$ cat config.mk
export PLATFORM = sky130hd
export DESIGN_NAME = reaction_timer
export DESIGN_NICKNAME = d
export VERILOG_FILES = /design/src/rtl/reaction_timer.sv
export SDC_FILE = /design/constraint.sdc
export NUM_CORES = 1
export LEC_CHECK = 0
export ABC_AREA = 1
export CAP_MARGIN = 20
export CORE_UTILIZATION = 62
export DETAILED_ROUTE_END_ITERATION = 6
export GPL_TIMING_DRIVEN = 0
export PLACE_DENSITY_LB_ADDON = 0.2
export SLEW_MARGIN = 20
export SYNTH_ARGS = -nofsm -noshare
export SYNTH_HDL_FRONTEND = slang
export SYNTH_SLANG_ARGS = --single-unit
$ cat constraint.sdc
create_clock -name clk -period 6.83 [get_ports clk]
set_clock_uncertainty 0.15 [all_clocks]
set_input_delay 1.0245 -clock clk [delete_from_list [all_inputs] [get_ports clk]]
set_output_delay 1.0245 -clock clk [all_outputs]
set_load 0.01 [all_outputs]
$ cat src/rtl/reaction_timer.sv
// rtl/reaction_timer.sv - reaction-time game controller; optional best-time tracking under BEST_TIME_EN
module reaction_timer #(
    parameter int TICKS_PER_MS  = 100000,
    parameter int DELAY_UNIT_MS = 250,
    parameter int MAX_MS        = 9999
) (
    input  logic        clk,
    input  logic        reset,
    input  logic        start,
    input  logic        stop,
    input  logic [3:0]  r,
    output logic        led,
    output logic        busy,
    output logic [13:0] reaction_ms,
    output logic        valid,
    output logic        cheat,
    output logic [13:0] best_ms
);

    localparam int            PW         = (TICKS_PER_MS > 1) ? $clog2(TICKS_PER_MS) : 1;
    localparam logic [PW-1:0] PRESC_LAST = PW'(TICKS_PER_MS - 1);
    localparam logic [11:0]   UNIT       = 12'(DELAY_UNIT_MS);
    localparam logic [13:0]   MAX_V      = 14'(MAX_MS);

    typedef enum logic [2:0] {IDLE, WAIT, LIT, DONE, FAULT} state_t;

    state_t        state;
    logic [PW-1:0] presc;
    logic [11:0]   delay_ms;
    logic [13:0]   ms_cnt;
    logic          tick;
    logic [3:0]    r_eff;
    logic [11:0]   delay_load;

    // Millisecond tick and foreperiod length; r values 0 and 1 behave as 2
    always_comb begin
        tick       = (presc == PRESC_LAST);
        r_eff      = (r < 4'd2) ? 4'd2 : r;
        delay_load = {8'd0, r_eff} * UNIT;
    end

    // Round sequencing, prescaler and all registered outputs
    always_ff @(posedge clk) begin
        if (reset) begin
            state       <= IDLE;
            presc       <= '0;
            delay_ms    <= '0;
            ms_cnt      <= '0;
            led         <= 1'b0;
            busy        <= 1'b0;
            reaction_ms <= '0;
            valid       <= 1'b0;
            cheat       <= 1'b0;
        end else begin
            valid <= 1'b0;
            presc <= tick ? '0 : presc + 1'b1;
            case (state)
                WAIT: begin
                    if (stop) begin
                        cheat <= 1'b1;
                        busy  <= 1'b0;
                        state <= FAULT;
                    end else if (tick) begin
                        delay_ms <= delay_ms - 12'd1;
                        if (delay_ms == 12'd1) begin
                            state  <= LIT;
                            led    <= 1'b1;
                            presc  <= '0;
                            ms_cnt <= '0;
                        end
                    end
                end
                LIT: begin
                    if (stop || ms_cnt == MAX_V) begin
                        reaction_ms <= stop ? ms_cnt : MAX_V;
                        valid       <= 1'b1;
                        led         <= 1'b0;
                        busy        <= 1'b0;
                        state       <= DONE;
                    end else if (tick) begin
                        ms_cnt <= ms_cnt + 14'd1;
                    end
                end
                default: begin
                    if (start) begin
                        delay_ms <= delay_load;
                        presc    <= '0;
                        cheat    <= 1'b0;
                        busy     <= 1'b1;
                        state    <= WAIT;
                    end
                end
            endcase
        end
    end

`ifdef BEST_TIME_EN
    logic [13:0] best_r;

    // Keep the fastest player-stopped time; timeouts can never be smaller than the current best
    always_ff @(posedge clk) begin
        if (reset) begin
            best_r <= MAX_V;
        end else if (state == LIT && stop && ms_cnt < best_r) begin
            best_r <= ms_cnt;
        end
    end

    assign best_ms = best_r;
`else
    assign best_ms = MAX_V;
`endif

endmodule

==> results of run 1 <==
==> worst max-delay path, delay by kind of cell <==
kind	cells	cell delay, ps
compound gates	2	280
fa+ha+maj	4	1680
buf+inv	5	960
simple gates	8	860
==> Yosys cell counts (2+ instances only) <==
master and instances:
sky130_fd_sc_hd__buf_6 2, sky130_fd_sc_hd__nor2_4 3, sky130_fd_sc_hd__nand3_1 53, sky130_fd_sc_hd__dfxtp_1 64, sky130_fd_sc_hd__inv_1 74, sky130_fd_sc_hd__xor2_1 15
sky130_fd_sc_hd__o21ai_0 21, sky130_fd_sc_hd__nand4_1 4, sky130_fd_sc_hd__buf_4 14, sky130_fd_sc_hd__nor2_1 78, sky130_fd_sc_hd__buf_2 4, sky130_fd_sc_hd__nand3b_1 2
sky130_fd_sc_hd__conb_1 2, sky130_fd_sc_hd__xnor2_1 2, sky130_fd_sc_hd__ha_1 18, sky130_fd_sc_hd__a21oi_1 51, sky130_fd_sc_hd__nand3_2 2, sky130_fd_sc_hd__nand2_2 4
sky130_fd_sc_hd__o221ai_1 8, sky130_fd_sc_hd__clkbuf_1 6, sky130_fd_sc_hd__nor3_1 10, sky130_fd_sc_hd__a211oi_1 2, sky130_fd_sc_hd__nand2_1 125, sky130_fd_sc_hd__inv_2 6
sky130_fd_sc_hd__fa_1 7
==> registers in the layout, summed over array words and instances, names as in the netlist <==
register	count
ms_cnt	14
delay_ms	12
valid	1
cheat	1
presc	17
led	1
state	3
reaction_ms	14
busy	1
==> per-layer routing <==
layer	GRT usage	share of wire	up-vias
met3	0.0736	0.066	14
met2	0.461	0.47	103
li1	-	-	1972
met5	0	0	-
met1	0.348	0.45	1787
met4	0.100	0.015	0
==> stage by stage <==
stage / hold WS, ps / worst slack (ps) / util / power (mW)
global placement: 278 / 1880 / 0.702 / 1.11
detailed placement: 294 / 1780 / 0.702 / 1.13
finish: 303 / 2140 / 0.731 / 1.45
CTS: 307 / 2140 / 0.731 / 1.45
floorplan: 268 / 2720 / - / 0.984
global route: 334 / 1750 / 0.731 / 1.57
==> worst max path at each step <==
stage	end	slack (ps)
final	delay_ms[11]	2140
after global placement	delay_ms[11]	1880
after global routing	delay_ms[11]	1750
after CTS	delay_ms[11]	2140
after detailed placement	delay_ms[11]	1780
after floorplan	delay_ms[11]	2720
==> area by class of cell <==
class / count / area [µm²]
sequential: 64 / 1280
inverter: 81 / 304
clock buffer: 10 / 128
clock inverter: 6 / 60.1
timing repair buffer: 24 / 240
tap: 77 / 96.3
multi-input combinational: 432 / 2340
buffer: 26 / 170
fill: 528 / 1700
==> kinds of logic after synthesis <==
kind of cell    synth area share
compound gates             0.124
xor+xnor                  0.0368
buf+inv                    0.117
other cells              0.00186
simple gates               0.313
fa+ha+maj                 0.0903
flops                      0.317
==> power breakdown <==
part	internal, mW	switching, mW
clock	0.166	0.149
sequential	0.431	0.0512
combinational	0.240	0.417
total	0.837	0.618
==> flow_metrics.env, run 1 <==
export IMPL_layout_cells_most_common_list="sky130_fd_sc_hd__nand2_1, sky130_fd_sc_hd__nor2_1, sky130_fd_sc_hd__inv_1"
export IMPL_crit_type="primary input to flop"
export IMPL_final_setup_tns_ps=0
export IMPL_detailroute_via_count=3876
export IMPL_reg2reg_from="ms_cnt[0]"
export IMPL_yosysUniqueCellTypes=39
export IMPL_grt_util_all_layers=0.278
export IMPL_drtAntennaViolNets=0
export IMPL_whs_endpoint="presc[0]"
export IMPL_hold_viol_final=0
export IMPL_layout_nets=671
export IMPL_reg2reg_slack_ps=4710
export IMPL_area_delta_synth_final_pct=14.1
export IMPL_synth_enable_flop_cells=0
export IMPL_cts_path_max_buffers=2
export IMPL_die_area_um2=6860
export IMPL_synth_sequential_area_ratio=0.317
export IMPL_final_period_minus_worst_setup_slack_ps=4690
export IMPL_layout_cells_most_common="sky130_fd_sc_hd__nand2_1"
export IMPL_timing_reg2reg_worst_path_depth=9
export IMPL_global_route_wire_length_before_repair_mm=15.7
export IMPL_post_dp_hpwl_mm=6.77
export IMPL_layout_cells_non_filler=720
export IMPL_timing_critical_path_mode_cell="sky130_fd_sc_hd__nand2_1"
export IMPL_endpoints_failing_setup=0
export IMPL_synth_area_um2=4050
export IMPL_synth_area_top_cells="sky130_fd_sc_hd__dfxtp_1, sky130_fd_sc_hd__nand2_1, sky130_fd_sc_hd__nor2_1"
export IMPL_placement_rows=29
export IMPL_finish_instance_area_um2=4620
export IMPL_grt_setup_unrepaired="false"
export IMPL_routabilityCongestion=0.916
export IMPL_grt_pass1_vias=3571
export IMPL_io_buffers=24
export IMPL_detailedRoute_firstIterationViolations=230
export IMPL_synth_seq_cells=64
export IMPL_crit_required_ps=6960
export IMPL_tritoncts="done"
export IMPL_initial_antenna_violation_count=0
export IMPL_critical_path_endpoint_type="flop"
export IMPL_cts_num_sinks=64
export IMPL_cts_hold_buffers_added=0
export IMPL_final_min_period_over_clock_period=0.687
export IMPL_worstMarginPinSlew_ps=554
export IMPL_fmax_mhz=213
export IMPL_core_area_um2=6310
export IMPL_synthArstFlopShare=0
export IMPL_irDropWorstVdd_mv=0.309
export IMPL_drv_max_cap_violation_count=0
export IMPL_startpoint_type_of_the_worst_setup_path="primary input"
export IMPL_cts_clk_pin_slew_worst_paths_ps=70
export IMPL_worst_hold_startpoint="presc[0]"
export IMPL_synth_cells=591
export IMPL_pin_count=40
export IMPL_p_leak_nw=2.00
export IMPL_postSynth_topFlopCell="sky130_fd_sc_hd__dfxtp_1"
export IMPL_wl_per_cell_um=12.6
export IMPL_yosys_warnings=0
export IMPL_critical_path_slowest_cell="sky130_fd_sc_hd__fa_1"
export IMPL_dp_cells=704
export IMPL_synth_largest_area_cell="sky130_fd_sc_hd__dfxtp_1"
export IMPL_fp_dieH_um=82.8
export IMPL_whs_path_depth=1
export IMPL_firstDrtPassIters=5
export IMPL_initial_core_util=0.641
export IMPL_cts_root_buffer="sky130_fd_sc_hd__clkbuf_8"
export IMPL_route_detailed_vias_per_inst=5.38
export IMPL_cts_buffers_inserted=9
export IMPL_routed_wirelength_mm=9.05
export IMPL_count_of_instances_resized_after_the_clock_tree_is_built=0
export IMPL_n_antenna_cell=0
export IMPL_synth_top_cell_area_share=0.317
export IMPL_fp_dieW_um=82.8
export IMPL_cts_setup_buffers=0
export IMPL_cp_startpoint="r[3]"
export IMPL_slew_limit_headroom=0.630
export IMPL_status="finished clean"
export IMPL_detailed_place_area_um2=4430
export IMPL_min_delay_path_class="flop to flop"
export IMPL_final_layout_size_suffix_gt1_frac=0.0902
export IMPL_avgSynthCellArea_um2=6.85
export IMPL_timing_critical_path_slowest_cell_delay_ps=570
export IMPL_overflow=0
export IMPL_clock_tree_htree_level_count=3
export IMPL_grt_max_degree=12
export IMPL_worstPathCellList="clkdlybuf4s50_1, inv_1, ha_1, nor2_1, inv_1, fa_1, inv_1, fa_1, inv_1, ha_1, a21oi_1, nand2_1, nand2_1, nand2_1, nand3_1, nand2_1, nand2_1, nand3_1, a21oi_1"
export IMPL_critical_path_reg2reg_endpoint="reaction_ms[4]"
export IMPL_post_route_drc_count=0
export IMPL_power_density_nw_per_um2=315
export IMPL_final_max_slew_violation_count=0
export IMPL_worstPathMaxFanout=5
export IMPL_critPathArrivalTime_ps=4820
export IMPL_clk_latency_ps=360
No activity file was read; power rests on OpenSTA's default activity.
==> run 2, diff against run 1 <==
Settings changed: CORE_UTILIZATION 62 to 52.
Clock period 6.83 ns to 3.9 ns, I/O delays scaled along.
==> run 2 against run 1 <==
  * The flow now finishes with violations (design-rule violations)
  * Worst setup slack worse by 2000 ps
  * Register-to-register slack worse by 2900 ps
  * Flip-flop and latch count stayed put
  * Sequential power is 76% higher
  * Non-clock buffer count is 2 higher
  * Global-route usage is 4.4 points lower
  * First-iteration DRC count is 11% lower
  * Routed wire length is 4.1% higher
  * Core utilization is 9.1 points lower
  * Clock power is 82% higher
  * Critical path depth stayed put
  * Cell area is 2.3% higher
  * Critical path type unchanged
  * Critical endpoint is now delay_ms[9]
  * Largest power group unchanged
==> flow_metrics.env, run 2 (synthesized netlist as in run 1, its figures left out) <==
export IMPL_initial_core_util=0.549
export IMPL_layout_nets=673
export IMPL_wl_per_cell_um=12.7
export IMPL_final_period_minus_worst_setup_slack_ps=3770
export IMPL_crit_required_ps=4020
export IMPL_total_power_mw=2.62
export IMPL_largest_register_ffs=17
export IMPL_biggestRegsByFlops="presc: 17 flops, ms_cnt: 14 flops, reaction_ms: 14 flops"
export IMPL_violations="design-rule violations"
export IMPL_cts_num_sinks=64
export IMPL_drv_max_cap_violation_count=0
export IMPL_grt_pass1_vias=3438
export IMPL_dp_cells=726
export IMPL_tritoncts="done"
export IMPL_final_setup_tns_ps=0
export IMPL_cts_path_max_buffers=2
export IMPL_grt_util_all_layers=0.234
export IMPL_p_leak_nw=2.02
export IMPL_fp_dieW_um=90.2
export IMPL_initial_antenna_violation_count=0
export IMPL_post_dp_hpwl_mm=6.91
export IMPL_endpoints_failing_setup=0
export IMPL_cts_root_buffer="sky130_fd_sc_hd__clkbuf_8"
export IMPL_post_route_drc_count=2
export IMPL_final_core_utilization=0.641
export IMPL_clk_latency_ps=340
export IMPL_core_area_um2=7370
export IMPL_cts_buffers_inserted=9
export IMPL_critical_path_endpoint_type="flop"
export IMPL_fp_dieH_um=90.2
export IMPL_postLayoutSetupSlackWorst_ps=135
export IMPL_layout_cells_most_common_list="sky130_fd_sc_hd__nand2_1, sky130_fd_sc_hd__nor2_1, sky130_fd_sc_hd__inv_1"
export IMPL_area_delta_synth_final_pct=16.7
export IMPL_die_area_um2=8140
export IMPL_firstDrtPassIters=7
export IMPL_cts_hold_buffers_added=0
export IMPL_slew_limit_headroom=0.608
export IMPL_critPathArrivalTime_ps=3890
export IMPL_cts_clk_pin_slew_worst_paths_ps=70
export IMPL_n_antenna_cell=0
export IMPL_final_layout_size_suffix_gt1_frac=0.107
export IMPL_worstPathMaxFanout=5
export IMPL_final_min_period_over_clock_period=0.965
export IMPL_power_density_nw_per_um2=554
export IMPL_place_ws_ps=-716
export IMPL_io_buffers=24
export IMPL_status="finished, violations left"
export IMPL_final_max_slew_violation_count=0
export IMPL_max_flop_register="presc"
export IMPL_worstMarginPinSlew_ps=588
export IMPL_nFillCells=650
export IMPL_crit_type="primary input to flop"
export IMPL_routed_wirelength_mm=9.42
export IMPL_irDropWorstVdd_mv=0.322
export IMPL_placement_rows=31
export IMPL_detailroute_via_count=3808
export IMPL_routabilityCongestion=0.869
export IMPL_overflow=0
export IMPL_startpoint_type_of_the_worst_setup_path="primary input"
export IMPL_grt_max_degree=12
export IMPL_route_detailed_vias_per_inst=5.12
export IMPL_pin_count=40
export IMPL_global_route_wire_length_before_repair_mm=15.5
export IMPL_fmax_mhz=266
export IMPL_min_delay_path_class="flop to flop"
export IMPL_clock_tree_htree_level_count=3
export IMPL_layout_cells_most_common="sky130_fd_sc_hd__nand2_1"
export IMPL_layout_cells_non_filler=744
export IMPL_drtAntennaViolNets=0
export IMPL_detailedRoute_firstIterationViolations=205
export IMPL_hold_viol_final=0
[run 2: worst paths after layout]
path	start	to	slack [ps]	depth (start not counted)
min reg2reg	presc[0]	presc[0]	300	1
min	presc[0]	presc[0]	300	1
max reg2reg	ms_cnt[0]	reaction_ms[11]	1780	9
max	r[2]	delay_ms[9]	130	19
[run 2: what timing repair did]
action / CTS / global route
gates resized for setup: 7 / 6
setup buffers: 1 / 1
setup endpoints to repair: 6 / 5
pin swaps: 1 / 1
hold endpoints to repair: 0 / 0
[run 2: cell type report]
cell class / count / area [µm²] / share of cell area
clock buffers: 11 / 141 / 0.0299
inverters: 81 / 307 / 0.0649
multi-input cells: 432 / 2390 / 0.506
repair buffers: 26 / 254 / 0.0538
well taps: 99 / 124 / 0.0262
plain buffers: 26 / 170 / 0.0360
flip-flops and latches: 64 / 1280 / 0.271
clock inverters: 5 / 56.3 / 0.0119
[run 2: routing by layer]
| metal | up-vias | GRT usage | wire, µm |
|---|---|---|---|
| met1 | 1720 | 0.299 | 4390 |
| met3 | 15 | 0.0609 | 490 |
| met4 | 0 | 0.0739 | 120 |
| met2 | 100 | 0.385 | 4420 |
| met5 | - | 0 | 0 |
| li1 | 1973 | - | - |
[run 2: power breakdown]
part | internal, mW | leakage [nW] | switching [mW]
Sequential | 0.754 | 0.520 | 0.0952
Combinational | 0.438 | 1.40 | 0.755
Clock | 0.312 | 0.0993 | 0.264
Total | 1.50 | 2.02 | 1.11
[run 2: worst max-delay path, stage by stage]
cell,delay (ps)
sky130_fd_sc_hd__clkdlybuf4s50_1,530
sky130_fd_sc_hd__inv_4,80
sky130_fd_sc_hd__ha_4,190
sky130_fd_sc_hd__nor2_4,110
sky130_fd_sc_hd__inv_1,90
sky130_fd_sc_hd__fa_2,560
sky130_fd_sc_hd__inv_2,60
sky130_fd_sc_hd__fa_1,550
sky130_fd_sc_hd__inv_1,80
sky130_fd_sc_hd__ha_4,260
sky130_fd_sc_hd__a21oi_1,130
sky130_fd_sc_hd__nand2_1,100
sky130_fd_sc_hd__nand2_1,90
sky130_fd_sc_hd__nand2_1,70
sky130_fd_sc_hd__nand2_1,60
sky130_fd_sc_hd__nand3_1,110
sky130_fd_sc_hd__nand2_1,90
sky130_fd_sc_hd__nand2_1,40
sky130_fd_sc_hd__a21oi_1,110
[run 2: stage by stage]
| step | instance area, µm² | hold slack [ps] |
|---|---|---|
| 6_report | 4720 | 304 |
| 5_1_grt | 4720 | 337 |
| 4_1_cts | 4670 | 311 |
| 3_5_place_dp | 4460 | 293 |
| 3_3_place_gp | 4460 | 280 |
| 2_1_floorplan | 4090 | 268 |
==> run 3, diff against run 2 <==
Settings changed: CORE_ASPECT_RATIO set to 2.
==> run 3 against run 2 <==
  * The flow now finishes without violations
  * First-iteration DRC count fell by 15%
  * Fmax rose by 1.7%
  * Register-to-register slack got worse by 120 ps
==> flow_metrics.env, run 3 (synthesized netlist as in run 1, its figures left out) <==
export IMPL_detailed_place_area_um2=4450
export IMPL_whs_endpoint="presc[0]"
export IMPL_grt_setup_unrepaired="false"
export IMPL_swShare=0.412
export IMPL_worstPathMaxFanout=5
export IMPL_cts_path_max_buffers=2
export IMPL_grt_util_all_layers=0.251
export IMPL_worst_hold_startpoint="presc[0]"
export IMPL_intPower_mw=1.64
export IMPL_fp_dieW_um=64.4
export IMPL_dp_cells=721
export IMPL_n_antenna_cell=0
export IMPL_route_detailed_vias_per_inst=5.24
export IMPL_largest_register_ffs=17
export IMPL_min_delay_path_class="flop to flop"
export IMPL_power_combinational_fraction=0.429
export IMPL_routed_wirelength_mm=9.59
export IMPL_pin_count=40
export IMPL_initial_core_util=0.536
export IMPL_layout_cells_non_filler=743
export IMPL_die_area_um2=8160
export IMPL_area_delta_synth_final_pct=18.9
export IMPL_max_flop_register="presc"
export IMPL_clock_tree_htree_level_count=3
export IMPL_post_dp_hpwl_mm=7.37
export IMPL_io_buffers=24
export IMPL_layout_cells_most_common="sky130_fd_sc_hd__nand2_1"
export IMPL_reg2reg_from="ms_cnt[0]"
export IMPL_cts_num_sinks=64
export IMPL_detailroute_via_count=3892
export IMPL_p_switching_mw=1.15
export IMPL_detailedRoute_firstIterationViolations=174
export IMPL_critical_path_reg2reg_endpoint="reaction_ms[4]"
export IMPL_power_density_nw_per_um2=581
export IMPL_cts_clk_pin_slew_worst_paths_ps=60
export IMPL_hold_viol_final=0
export IMPL_ff_latch_area_um2=1280
export IMPL_startpoint_type_of_the_worst_setup_path="primary input"
export IMPL_layout_nets=677
export IMPL_endpoints_failing_setup=0
export IMPL_final_period_minus_worst_setup_slack_ps=3700
export IMPL_cts_buffers_inserted=9
export IMPL_slew_limit_headroom=0.620
export IMPL_whs_path_depth=1
export IMPL_routabilityCongestion=0.944
export IMPL_worstMarginPinSlew_ps=568
export IMPL_post_route_drc_count=0
export IMPL_nFillCells=705
export IMPL_layout_cells_most_common_list="sky130_fd_sc_hd__nand2_1, sky130_fd_sc_hd__nor2_1, sky130_fd_sc_hd__inv_1"
export IMPL_wl_per_cell_um=12.9
export IMPL_crit_required_ps=4020
export IMPL_finish_instance_area_um2=4810
export IMPL_tritoncts="done"
export IMPL_timing_reg2reg_worst_path_depth=9
export IMPL_power_clock_fraction=0.266
export IMPL_global_route_wire_length_before_repair_mm=15.8
export IMPL_final_min_period_over_clock_period=0.950
export IMPL_overflow=0
export IMPL_p_leak_nw=2.07
export IMPL_critPathArrivalTime_ps=3820
export IMPL_final_max_slew_violation_count=0
export IMPL_multi_input_area_um2=2380
export IMPL_grt_pass1_vias=3716
export IMPL_crit_type="primary input to flop"
export IMPL_critical_path_endpoint_type="flop"
export IMPL_core_area_um2=7540
export IMPL_final_layout_size_suffix_gt1_frac=0.111
export IMPL_status="finished clean"
export IMPL_drv_max_cap_violation_count=0
export IMPL_reg2reg_slack_ps=1660
export IMPL_seq_power_share=0.304
export IMPL_cts_hold_buffers_added=0
export IMPL_biggestRegsByFlops="presc: 17 flops, ms_cnt: 14 flops, reaction_ms: 14 flops"
export IMPL_irDropWorstVdd_mv=0.324
export IMPL_clk_latency_ps=340
export IMPL_initial_antenna_violation_count=0
export IMPL_fmax_mhz=270
export IMPL_drtAntennaViolNets=0
export IMPL_cts_root_buffer="sky130_fd_sc_hd__clkbuf_16"
export IMPL_firstDrtPassIters=4
export IMPL_fp_dieH_um=127
export IMPL_placement_rows=45
export IMPL_grt_max_degree=12
run 3: cell count changes in the layout (fill, tap and decap cells not counted):
cell                        before  now
sky130_fd_sc_hd__clkinv_2        2    1
sky130_fd_sc_hd__inv_2           8    9
sky130_fd_sc_hd__ha_4            3    2
sky130_fd_sc_hd__clkbuf_1        7    8
sky130_fd_sc_hd__ha_2            0    1
sky130_fd_sc_hd__clkbuf_16       0    9
sky130_fd_sc_hd__clkinv_4        1    2
sky130_fd_sc_hd__inv_4           1    0
sky130_fd_sc_hd__bufinv_16       1    0
sky130_fd_sc_hd__clkbuf_8       10    1
sky130_fd_sc_hd__buf_4          16   20
run 3: cell type report:
type                            instances  share of cell area
Multi-Input combinational cell        432               0.494
Sequential cell                        64               0.266
Inverter                               81              0.0632
Timing Repair Buffer                   30              0.0590
Clock buffer                           12              0.0512
Buffer                                 26              0.0354
Tap cell                               94              0.0244
Clock inverter                          4             0.00624
run 3: timing repair:
| item | CTS | global route |
|---|---|---|
| resized for setup | 7 | 4 |
| pin swaps | 1 | 1 |
| endpoints found under the setup margin | 6 | 5 |
| gates cloned | 0 | 0 |
| buffers inserted | 1 | 5 |
run 3: power by group through the flow:
stage	Clock (mW)	Combinational, mW	Sequential, mW
4_1_cts	0.750	1.17	0.849
3_3_place_gp	0	1.13	0.857
5_1_grt	0.787	1.35	0.862
6_report	0.744	1.20	0.851
3_5_place_dp	0	1.16	0.861
2_1_floorplan	0	0.876	0.848
run 3: worst max path at each step:
| stage | startpoint | depth (start not counted) | endpoint | slack, ps |
|---|---|---|---|---|
| floorplan | r[2] | 18 | delay_ms[11] | 230 |
| detailed placement | r[3] | 19 | delay_ms[11] | -760 |
| global placement | r[3] | 19 | delay_ms[11] | -680 |
| CTS | r[2] | 19 | delay_ms[11] | 60 |
| finish | r[2] | 19 | delay_ms[11] | 200 |
| global route | r[2] | 19 | delay_ms[9] | 3 |
run 3: critical path, cell delays in order:
cell and delay [ps]:
sky130_fd_sc_hd__clkdlybuf4s50_1 490, sky130_fd_sc_hd__inv_2 70, sky130_fd_sc_hd__ha_2 210, sky130_fd_sc_hd__nor2_4 120, sky130_fd_sc_hd__inv_2 60, sky130_fd_sc_hd__fa_2 540
sky130_fd_sc_hd__inv_1 80, sky130_fd_sc_hd__fa_1 530, sky130_fd_sc_hd__inv_1 60, sky130_fd_sc_hd__ha_4 250, sky130_fd_sc_hd__a21oi_1 110, sky130_fd_sc_hd__nand2_1 110
sky130_fd_sc_hd__nand2_1 100, sky130_fd_sc_hd__nand2_1 70, sky130_fd_sc_hd__nand3_1 100, sky130_fd_sc_hd__nand2_1 60, sky130_fd_sc_hd__nand2_1 60, sky130_fd_sc_hd__nand3_1 70
sky130_fd_sc_hd__a21oi_1 140
run 3: per-stage QoR:
step	worst slack [ps]	setup TNS (ps)	util	hold WS, ps	total power, mW
2_1_floorplan	226	0	-	268	1.72
3_3_place_gp	-681	-3520	0.590	279	1.99
3_5_place_dp	-761	-4130	0.590	292	2.02
4_1_cts	58.2	0	0.629	305	2.77
5_1_grt	3.44	0	0.638	341	3.00
6_report	197	0	0.638	305	2.80
run 3: routing by layer:
metal	vias to the layer above	part of all wire	track usage
met5	-	0	0
li1	1975	-	-
met3	39	0.036	0.0522
met1	1775	0.36	0.234
met2	103	0.55	0.461
met4	0	0.052	0.186
